**config.mk**
```make
export PLATFORM = sky130hd
export DESIGN_NAME = fir_coeff_loader_flat
export DESIGN_NICKNAME = d
export VERILOG_FILES = /design/src/rtl/fir_coeff_loader_pkg.sv /design/src/rtl/fir_coeff_loader_if.sv /design/src/rtl/fir_cmd_toggle_detect.sv /design/src/rtl/fir_coeff_loader.sv /design/src/flat_wrapper.sv
export SDC_FILE = /design/constraint.sdc
export NUM_CORES = 1
export LEC_CHECK = 0
export ABC_AREA = 0
export CAP_MARGIN = 20
export CORE_MARGIN = 1.5
export CORE_UTILIZATION = 53
export CTS_CLUSTER_SIZE = 12
export DETAILED_ROUTE_END_ITERATION = 8
export GPL_ROUTABILITY_DRIVEN = 0
export PLACE_DENSITY_LB_ADDON = 0.05
export SETUP_SLACK_MARGIN = 0.4
export SLEW_MARGIN = 15
export SYNTH_ARGS = -nofsm -noshare
export SYNTH_HDL_FRONTEND = slang
export SYNTH_HIERARCHICAL = 1
export SYNTH_SLANG_ARGS = --single-unit
```
**constraint.sdc**
```tcl
create_clock -name user_clk -period 4.1 [get_ports user_clk]
set_input_delay 0.82 -clock user_clk [delete_from_list [all_inputs] [get_ports user_clk]]
set_output_delay 0.82 -clock user_clk [all_outputs]
set_load 0.01 [all_outputs]
```
**src/rtl/fir_coeff_loader_pkg.sv**
```systemverilog
// Shared constants for the FIR coefficient loader: command fields, opcodes,
// status layout and the sequencer state encoding.
package fir_coeff_loader_pkg;

    localparam int unsigned CMD_TOG_BIT  = 31;
    localparam int unsigned CMD_OP_LSB   = 28;
    localparam int unsigned CMD_OP_W     = 3;
    localparam int unsigned CMD_ADDR_LSB = 18;
    localparam int unsigned CMD_ADDR_W   = 10;
    localparam int unsigned CMD_COEF_LSB = 0;
    localparam int unsigned CMD_COEF_W   = 18;

    localparam int unsigned ST_BUSY_BIT  = 31;
    localparam int unsigned ST_PEND_BIT  = 30;
    localparam int unsigned ST_OVF_BIT   = 29;
    localparam int unsigned ST_ILL_BIT   = 28;
    localparam int unsigned ST_CNT_W     = 16;

    typedef logic [CMD_OP_W-1:0] opcode_t;

    localparam opcode_t OP_NOP        = 3'b000;
    localparam opcode_t OP_WRITE      = 3'b001;
    localparam opcode_t OP_COMMIT     = 3'b010;
    localparam opcode_t OP_CLEAR      = 3'b011;
    localparam opcode_t OP_CLR_STATUS = 3'b100;

    typedef enum logic [1:0] {
        StIdle,
        StWrite,
        StClear,
        StWaitSync
    } state_e;

endpackage

```
**src/rtl/fir_coeff_loader_if.sv**
```systemverilog
// Command, tap-RAM write port and status signals of the coefficient loader.
interface fir_coeff_loader_if #(
    parameter int unsigned TAP_AW = 7,
    parameter int unsigned COEF_W = 18
);
    logic [31:0]       sw_cmd;
    logic              sync_in;
    logic              wr_valid;
    logic              wr_ready;
    logic [TAP_AW:0]   wr_addr;
    logic [COEF_W-1:0] wr_data;
    logic              active_bank;
    logic [31:0]       status;

    modport master (
        input  sw_cmd, sync_in, wr_ready,
        output wr_valid, wr_addr, wr_data, active_bank, status
    );

    modport slave (
        output sw_cmd, sync_in, wr_ready,
        input  wr_valid, wr_addr, wr_data, active_bank, status
    );
endinterface

```
**src/rtl/fir_cmd_toggle_detect.sv**
```systemverilog
// Stages the software command word and flags a new command whenever its
// toggle bit differs from the previously staged value.
module fir_cmd_toggle_detect
    import fir_coeff_loader_pkg::*;
#(
    parameter int unsigned TAP_AW = 7,
    parameter int unsigned COEF_W = 18
) (
    input  logic              clk_i,
    input  logic              rst_ni,
    input  logic [31:0]       sw_cmd_i,
    output logic              cmd_stb_o,
    output opcode_t           cmd_op_o,
    output logic [TAP_AW-1:0] cmd_addr_o,
    output logic [COEF_W-1:0] cmd_coef_o
);

    logic [31:0] cmd_q;
    logic        prev_tog_q;
    logic        cmd_vld_q;
    logic        primed_q;

    // cmd_vld_q marks cmd_q as holding a real sample; primed_q then lets the
    // toggle history catch up once before any command can be detected.
    always_ff @(posedge clk_i or negedge rst_ni) begin
        if (!rst_ni) begin
            cmd_q      <= '0;
            prev_tog_q <= 1'b0;
            cmd_vld_q  <= 1'b0;
            primed_q   <= 1'b0;
        end else begin
            cmd_q      <= sw_cmd_i;
            prev_tog_q <= cmd_q[CMD_TOG_BIT];
            cmd_vld_q  <= 1'b1;
            primed_q   <= cmd_vld_q;
        end
    end

    assign cmd_stb_o  = primed_q & (cmd_q[CMD_TOG_BIT] ^ prev_tog_q);
    assign cmd_op_o   = cmd_q[CMD_OP_LSB +: CMD_OP_W];
    assign cmd_addr_o = cmd_q[CMD_ADDR_LSB +: TAP_AW];
    assign cmd_coef_o = cmd_q[CMD_COEF_LSB +: COEF_W];

    logic unused_cmd_bits;
    assign unused_cmd_bits = ^cmd_q;

endmodule

```
**src/rtl/fir_coeff_loader.sv**
```systemverilog
// Loads FIR taps into the shadow bank of a double-buffered tap RAM and swaps
// banks only on a frame sync; reports progress through a status word.
module fir_coeff_loader
    import fir_coeff_loader_pkg::*;
#(
    parameter int unsigned TAP_AW = 7,
    parameter int unsigned COEF_W = 18
) (
    input logic                user_clk,
    input logic                user_rst_n,
    fir_coeff_loader_if.master bus
);

    logic              cmd_stb;
    opcode_t           cmd_op;
    logic [TAP_AW-1:0] cmd_addr;
    logic [COEF_W-1:0] cmd_coef;

    fir_cmd_toggle_detect #(
        .TAP_AW (TAP_AW),
        .COEF_W (COEF_W)
    ) u_detect (
        .clk_i      (user_clk),
        .rst_ni     (user_rst_n),
        .sw_cmd_i   (bus.sw_cmd),
        .cmd_stb_o  (cmd_stb),
        .cmd_op_o   (cmd_op),
        .cmd_addr_o (cmd_addr),
        .cmd_coef_o (cmd_coef)
    );

    state_e            state_q, state_d;
    logic              wr_valid_q, wr_valid_d;
    logic [TAP_AW:0]   wr_addr_q, wr_addr_d;
    logic [COEF_W-1:0] wr_data_q, wr_data_d;
    logic              bank_q, bank_d;
    logic [15:0]       count_q, count_d;
    logic              ovf_q, ovf_d;
    logic              ill_q, ill_d;
    logic              accept;

    assign accept = wr_valid_q & bus.wr_ready;

    always_comb begin
        state_d    = state_q;
        wr_valid_d = wr_valid_q;
        wr_addr_d  = wr_addr_q;
        wr_data_d  = wr_data_q;
        bank_d     = bank_q;
        count_d    = count_q;
        ovf_d      = ovf_q;
        ill_d      = ill_q;

        unique case (state_q)
            StIdle: begin
                if (cmd_stb) begin
                    case (cmd_op)
                        OP_NOP: count_d = count_q + 16'd1;
                        OP_WRITE: begin
                            state_d    = StWrite;
                            wr_valid_d = 1'b1;
                            wr_addr_d  = {~bank_q, cmd_addr};
                            wr_data_d  = cmd_coef;
                        end
                        OP_COMMIT: state_d = StWaitSync;
                        OP_CLEAR: begin
                            state_d    = StClear;
                            wr_valid_d = 1'b1;
                            wr_addr_d  = {~bank_q, {TAP_AW{1'b0}}};
                            wr_data_d  = '0;
                        end
                        OP_CLR_STATUS: begin
                            ovf_d   = 1'b0;
                            ill_d   = 1'b0;
                            count_d = '0;
                        end
                        default: ill_d = 1'b1;
                    endcase
                end
            end
            StWrite: begin
                if (accept) begin
                    wr_valid_d = 1'b0;
                    count_d    = count_q + 16'd1;
                    state_d    = StIdle;
                end
            end
            StClear: begin
                if (accept) begin
                    if (&wr_addr_q[TAP_AW-1:0]) begin
                        wr_valid_d = 1'b0;
                        count_d    = count_q + 16'd1;
                        state_d    = StIdle;
                    end else begin
                        wr_addr_d = {wr_addr_q[TAP_AW], wr_addr_q[TAP_AW-1:0] + 1'b1};
                    end
                end
            end
            StWaitSync: begin
                if (bus.sync_in) begin
                    bank_d    = ~bank_q;
                    // Keep the write-address bank bit pointing at the new shadow bank.
                    wr_addr_d = {bank_q, wr_addr_q[TAP_AW-1:0]};
                    count_d   = count_q + 16'd1;
                    state_d   = StIdle;
                end
            end
            default: state_d = StIdle;
        endcase

        if (cmd_stb && (state_q != StIdle)) begin
            ovf_d = 1'b1;
        end
    end

    always_ff @(posedge user_clk or negedge user_rst_n) begin
        if (!user_rst_n) begin
            state_q    <= StIdle;
            wr_valid_q <= 1'b0;
            wr_addr_q  <= '0;
            wr_data_q  <= '0;
            bank_q     <= 1'b0;
            count_q    <= '0;
            ovf_q      <= 1'b0;
            ill_q      <= 1'b0;
        end else begin
            state_q    <= state_d;
            wr_valid_q <= wr_valid_d;
            wr_addr_q  <= wr_addr_d;
            wr_data_q  <= wr_data_d;
            bank_q     <= bank_d;
            count_q    <= count_d;
            ovf_q      <= ovf_d;
            ill_q      <= ill_d;
        end
    end

    always_comb begin
        bus.status                 = '0;
        bus.status[ST_BUSY_BIT]    = (state_q != StIdle);
        bus.status[ST_PEND_BIT]    = (state_q == StWaitSync);
        bus.status[ST_OVF_BIT]     = ovf_q;
        bus.status[ST_ILL_BIT]     = ill_q;
        bus.status[ST_CNT_W-1:0]   = count_q;
    end

    assign bus.wr_valid    = wr_valid_q;
    assign bus.wr_addr     = wr_addr_q;
    assign bus.wr_data     = wr_data_q;
    assign bus.active_bank = bank_q;

endmodule

```
**src/flat_wrapper.sv**
```systemverilog
// flat-port wrapper written by rule: the top's interface ports become plain ports
module fir_coeff_loader_flat import fir_coeff_loader_pkg::*;
#(
    parameter int unsigned TAP_AW = 7,
    parameter int unsigned COEF_W = 18
)
  (user_clk, user_rst_n, bus_sw_cmd, bus_sync_in, bus_wr_ready, bus_wr_valid, bus_wr_addr, bus_wr_data, bus_active_bank, bus_status);
  fir_coeff_loader_if #(.TAP_AW(TAP_AW), .COEF_W(COEF_W)) bus_i ();
  input logic user_clk;
  input logic user_rst_n;
  input wire logic [$bits(bus_i.sw_cmd)-1:0] bus_sw_cmd;
  input wire logic [$bits(bus_i.sync_in)-1:0] bus_sync_in;
  input wire logic [$bits(bus_i.wr_ready)-1:0] bus_wr_ready;
  output wire logic [$bits(bus_i.wr_valid)-1:0] bus_wr_valid;
  output wire logic [$bits(bus_i.wr_addr)-1:0] bus_wr_addr;
  output wire logic [$bits(bus_i.wr_data)-1:0] bus_wr_data;
  output wire logic [$bits(bus_i.active_bank)-1:0] bus_active_bank;
  output wire logic [$bits(bus_i.status)-1:0] bus_status;
  assign bus_i.sw_cmd = bus_sw_cmd;
  assign bus_i.sync_in = bus_sync_in;
  assign bus_i.wr_ready = bus_wr_ready;
  assign bus_wr_valid = bus_i.wr_valid;
  assign bus_wr_addr = bus_i.wr_addr;
  assign bus_wr_data = bus_i.wr_data;
  assign bus_active_bank = bus_i.active_bank;
  assign bus_status = bus_i.status;
  fir_coeff_loader #(.TAP_AW(TAP_AW), .COEF_W(COEF_W)) u_core (.user_clk(user_clk), .user_rst_n(user_rst_n), .bus(bus_i));
endmodule
```
==> flow_summary.ini <==
[status]
outcome = finished, final reports clean

[yosys]
synthCells = 370
async_reset_ff_share_pct = 100
avgSynthCellArea_um2 = 10.1
synth-edff-count = 0
yosys_register_bits = 80
synth_flop_cell = dfrtp_1
syn_area_um2 = 3730
netlist-cell-type-count = 47
synth_warnings = 6
seq_area_frac_synth_pct = 53.6

[setup_path]
cp_common_cell = inv_1
required_ps = 3280
r2r-end = u_core/count_q[8]
r2r_cells = 6
r2r-start = u_core/state_q[0]
setup.worst_path.start_class = register
r2r_setup_slack_ps = 1650
cp.depth = 4
crit_fanout = 10
cp-end-kind = output pin
crit_buf_inv = 3
critPathTopFamily = buffers and inverters
crit_end = bus_status[31]
cp.arrival_ps = 2020
max_stage_delay_ps = 530
crit_chain = inv_1 > ha_1 > inv_1 > clkdlybuf4s50_1
critical_path_class = register to output pin
cp-startpoint = u_core/state_q[0]
slowest_stage = clkdlybuf4s50_1

[global_route]
grt_pass1_wl_um = 11800
grt_max_degree = 81
grt_overflow = 0
first_global_vias = 2480
antenna_found_initial = 0
grt_usage_pct = 20.5

[floorplanning]
die_h_um = 86.9
initial_core_util_pct = 54.9
rows = 30
coreArea_um2 = 6790
die_width_um = 86.9
io_pins = 96
dieArea_um2 = 7550

[pwr]
ir_worst_vdd_mv = 0.311
leakagePower_nw = 1.89
power_density_nw_per_um2 = 674

[hold_path]
hp-class = register to register

[clock_network]
hold_buffers = 0
numCtsBuffers = 9
cts_resized = 0
clock_latency_ps = 350
cts.sinks = 80
htreeDepth = 3
cts_max_path_buffers = 2
cts_tree = yes
root_buffer = clkbuf_8
clk_pin_slew_worst_paths_ps = 80
postCtsSetupRepairBufs = 0

[layout]
seq_area_um2 = 2000
antennaDiodeCount = 0
drive_above_1_share_pct = 5.24
fillCellCount = 578
fin_nets = 458
fin_area_um2 = 4530
multiInputGateArea_um2 = 1350
area_growth_pct = 21.3

[timing]
slew_viol_final = 0
tightestPinTransition_ps = 956
finalCriticalPeriod_ps = 2840
final.setup.tns_ps = 0
rsz0062_at_grt = false
period_share_pct = 69.2
finalHoldViolations = 0
setup_viol = 0
whs_ps = 353
fmaxAchievable_mhz = 353
finClkSkew_ps = 11.3
slew_headroom_pct = 35.9

[job]
drv_cap = 0

[drt]
wl_per_cell_um = 14.0
drtIter0Drc = 89
vias = 2704
routed_wl_um = 7220
ant_nets = 0
drt_first_pass_iters = 4
vias_per_cell = 5.24
drc = 0

[place]
placed_cell_area_um2 = 4290
port_buffers = 80
dp_hpwl_um = 4590
==> cell type report <==
class	count	share of cell area [%]
clock inverters	2	0.829
multi-input cells	234	29.7
clock buffers	14	3.59
well taps	96	2.65
repair buffers	81	18.2
inverters	9	0.746
flip-flops and latches	80	44.2
==> state kept, by name (all words and copies together), names as in the netlist, 2 cells and up <==
signal	cells
u_core/bus.wr_addr	8
u_core/u_detect/cmd_q	29
u_core/state_q	2
u_core/bus.wr_data	18
u_core/count_q	16
==> logic make-up after synthesis <==
group	Yosys count	share of synthesized area [%]
other	2	0.201
XOR/XNOR	2	0.469
AND/OR/NAND/NOR	121	15.7
buffers and inverters	67	11.6
flip-flops	80	53.6
adder cells (fa/ha/maj)	7	2.35
AO/OA/AOI/OAI	88	15.2
multiplexers	3	0.838
==> synthesized netlist by cell type (all sizes together), types with 2 or more instances <==
| cell | number | area, um^2 |
|---|---|---|
| dfrtp | 80 | 2000 |
| buf | 48 | 360 |
| nand2 | 44 | 168 |
| o21ai | 43 | 215 |
| nand2b | 21 | 131 |
| nand3 | 15 | 75.1 |
| nor2 | 15 | 56.3 |
| clkbuf | 10 | 37.5 |
| inv | 9 | 33.8 |
| o31ai | 9 | 67.6 |
| a21oi | 7 | 35.0 |
| ha | 7 | 87.6 |
| nor3 | 7 | 35.0 |
| nor2b | 5 | 31.3 |
| a221o | 4 | 40.0 |
| a31oi | 4 | 25.0 |
| and3 | 4 | 25.0 |
| nand4 | 4 | 25.0 |
| a22oi | 3 | 22.5 |
| o41ai | 3 | 26.3 |
| a211oi | 2 | 20.0 |
| a21o | 2 | 15.0 |
| a22o | 2 | 17.5 |
| and2 | 2 | 12.5 |
| conb | 2 | 7.51 |
| mux2i | 2 | 20.0 |
| o22ai | 2 | 18.8 |
==> metal layers <==
layer | track usage (%) | wire, um | part of all wire (%)
met5 | 0 | 0 | 0
met4 | 8.94 | 92 | 1.3
met3 | 4.74 | 359 | 5.0
met2 | 31.4 | 3480 | 48
met1 | 28.0 | 3290 | 46
==> report_power, final <==
part	switching [mW]	internal [mW]
combinational	0.574	0.630
sequential	0.242	1.02
clock	0.268	0.316
total	1.08	1.97
==> layout by cell type, fill, tap and decap left out, types with 3 or more instances in the layout <==
master,n
and3_1,4
nand4_1,4
conb_1,13
a221o_1,4
nor3_1,7
dfrtp_1,80
o41ai_1,3
a21oi_1,7
nand2_1,43
nand3_1,14
inv_1,8
o31ai_1,9
clkbuf_1,3
nor2_1,15
clkdlybuf4s50_1,79
ha_1,7
nor2b_1,5
clkbuf_8,11
nand2b_1,21
a31oi_1,4
o21ai_0,43
a22oi_1,3
==> how the worst min path moves through the flow <==
stage                              startpoint                       end  slack [ps]  depth (start not counted)
finish              u_core/u_detect/cmd_vld_q  u_core/u_detect/primed_q         350                          0
global route        u_core/u_detect/cmd_vld_q  u_core/u_detect/primed_q         380                          0
CTS                 u_core/u_detect/cmd_vld_q  u_core/u_detect/primed_q         360                          0
detailed placement  u_core/u_detect/cmd_vld_q  u_core/u_detect/primed_q         340                          0
global placement    u_core/u_detect/cmd_vld_q  u_core/u_detect/primed_q         330                          0
floorplan           u_core/u_detect/cmd_vld_q  u_core/u_detect/primed_q         330                          0
==> metrics by stage <==
step,cells,setup slack [ps],total power [mW],util (%)
floorplan,381,2080,1.91,-
global placement,499,1250,2.44,63.2
detailed placement,499,1110,2.47,63.2
CTS,515,1260,3.07,66.2
global route,516,1170,3.27,66.6
finish,516,1260,3.05,66.6
Note: power is estimated with default switching activity, not from simulation.
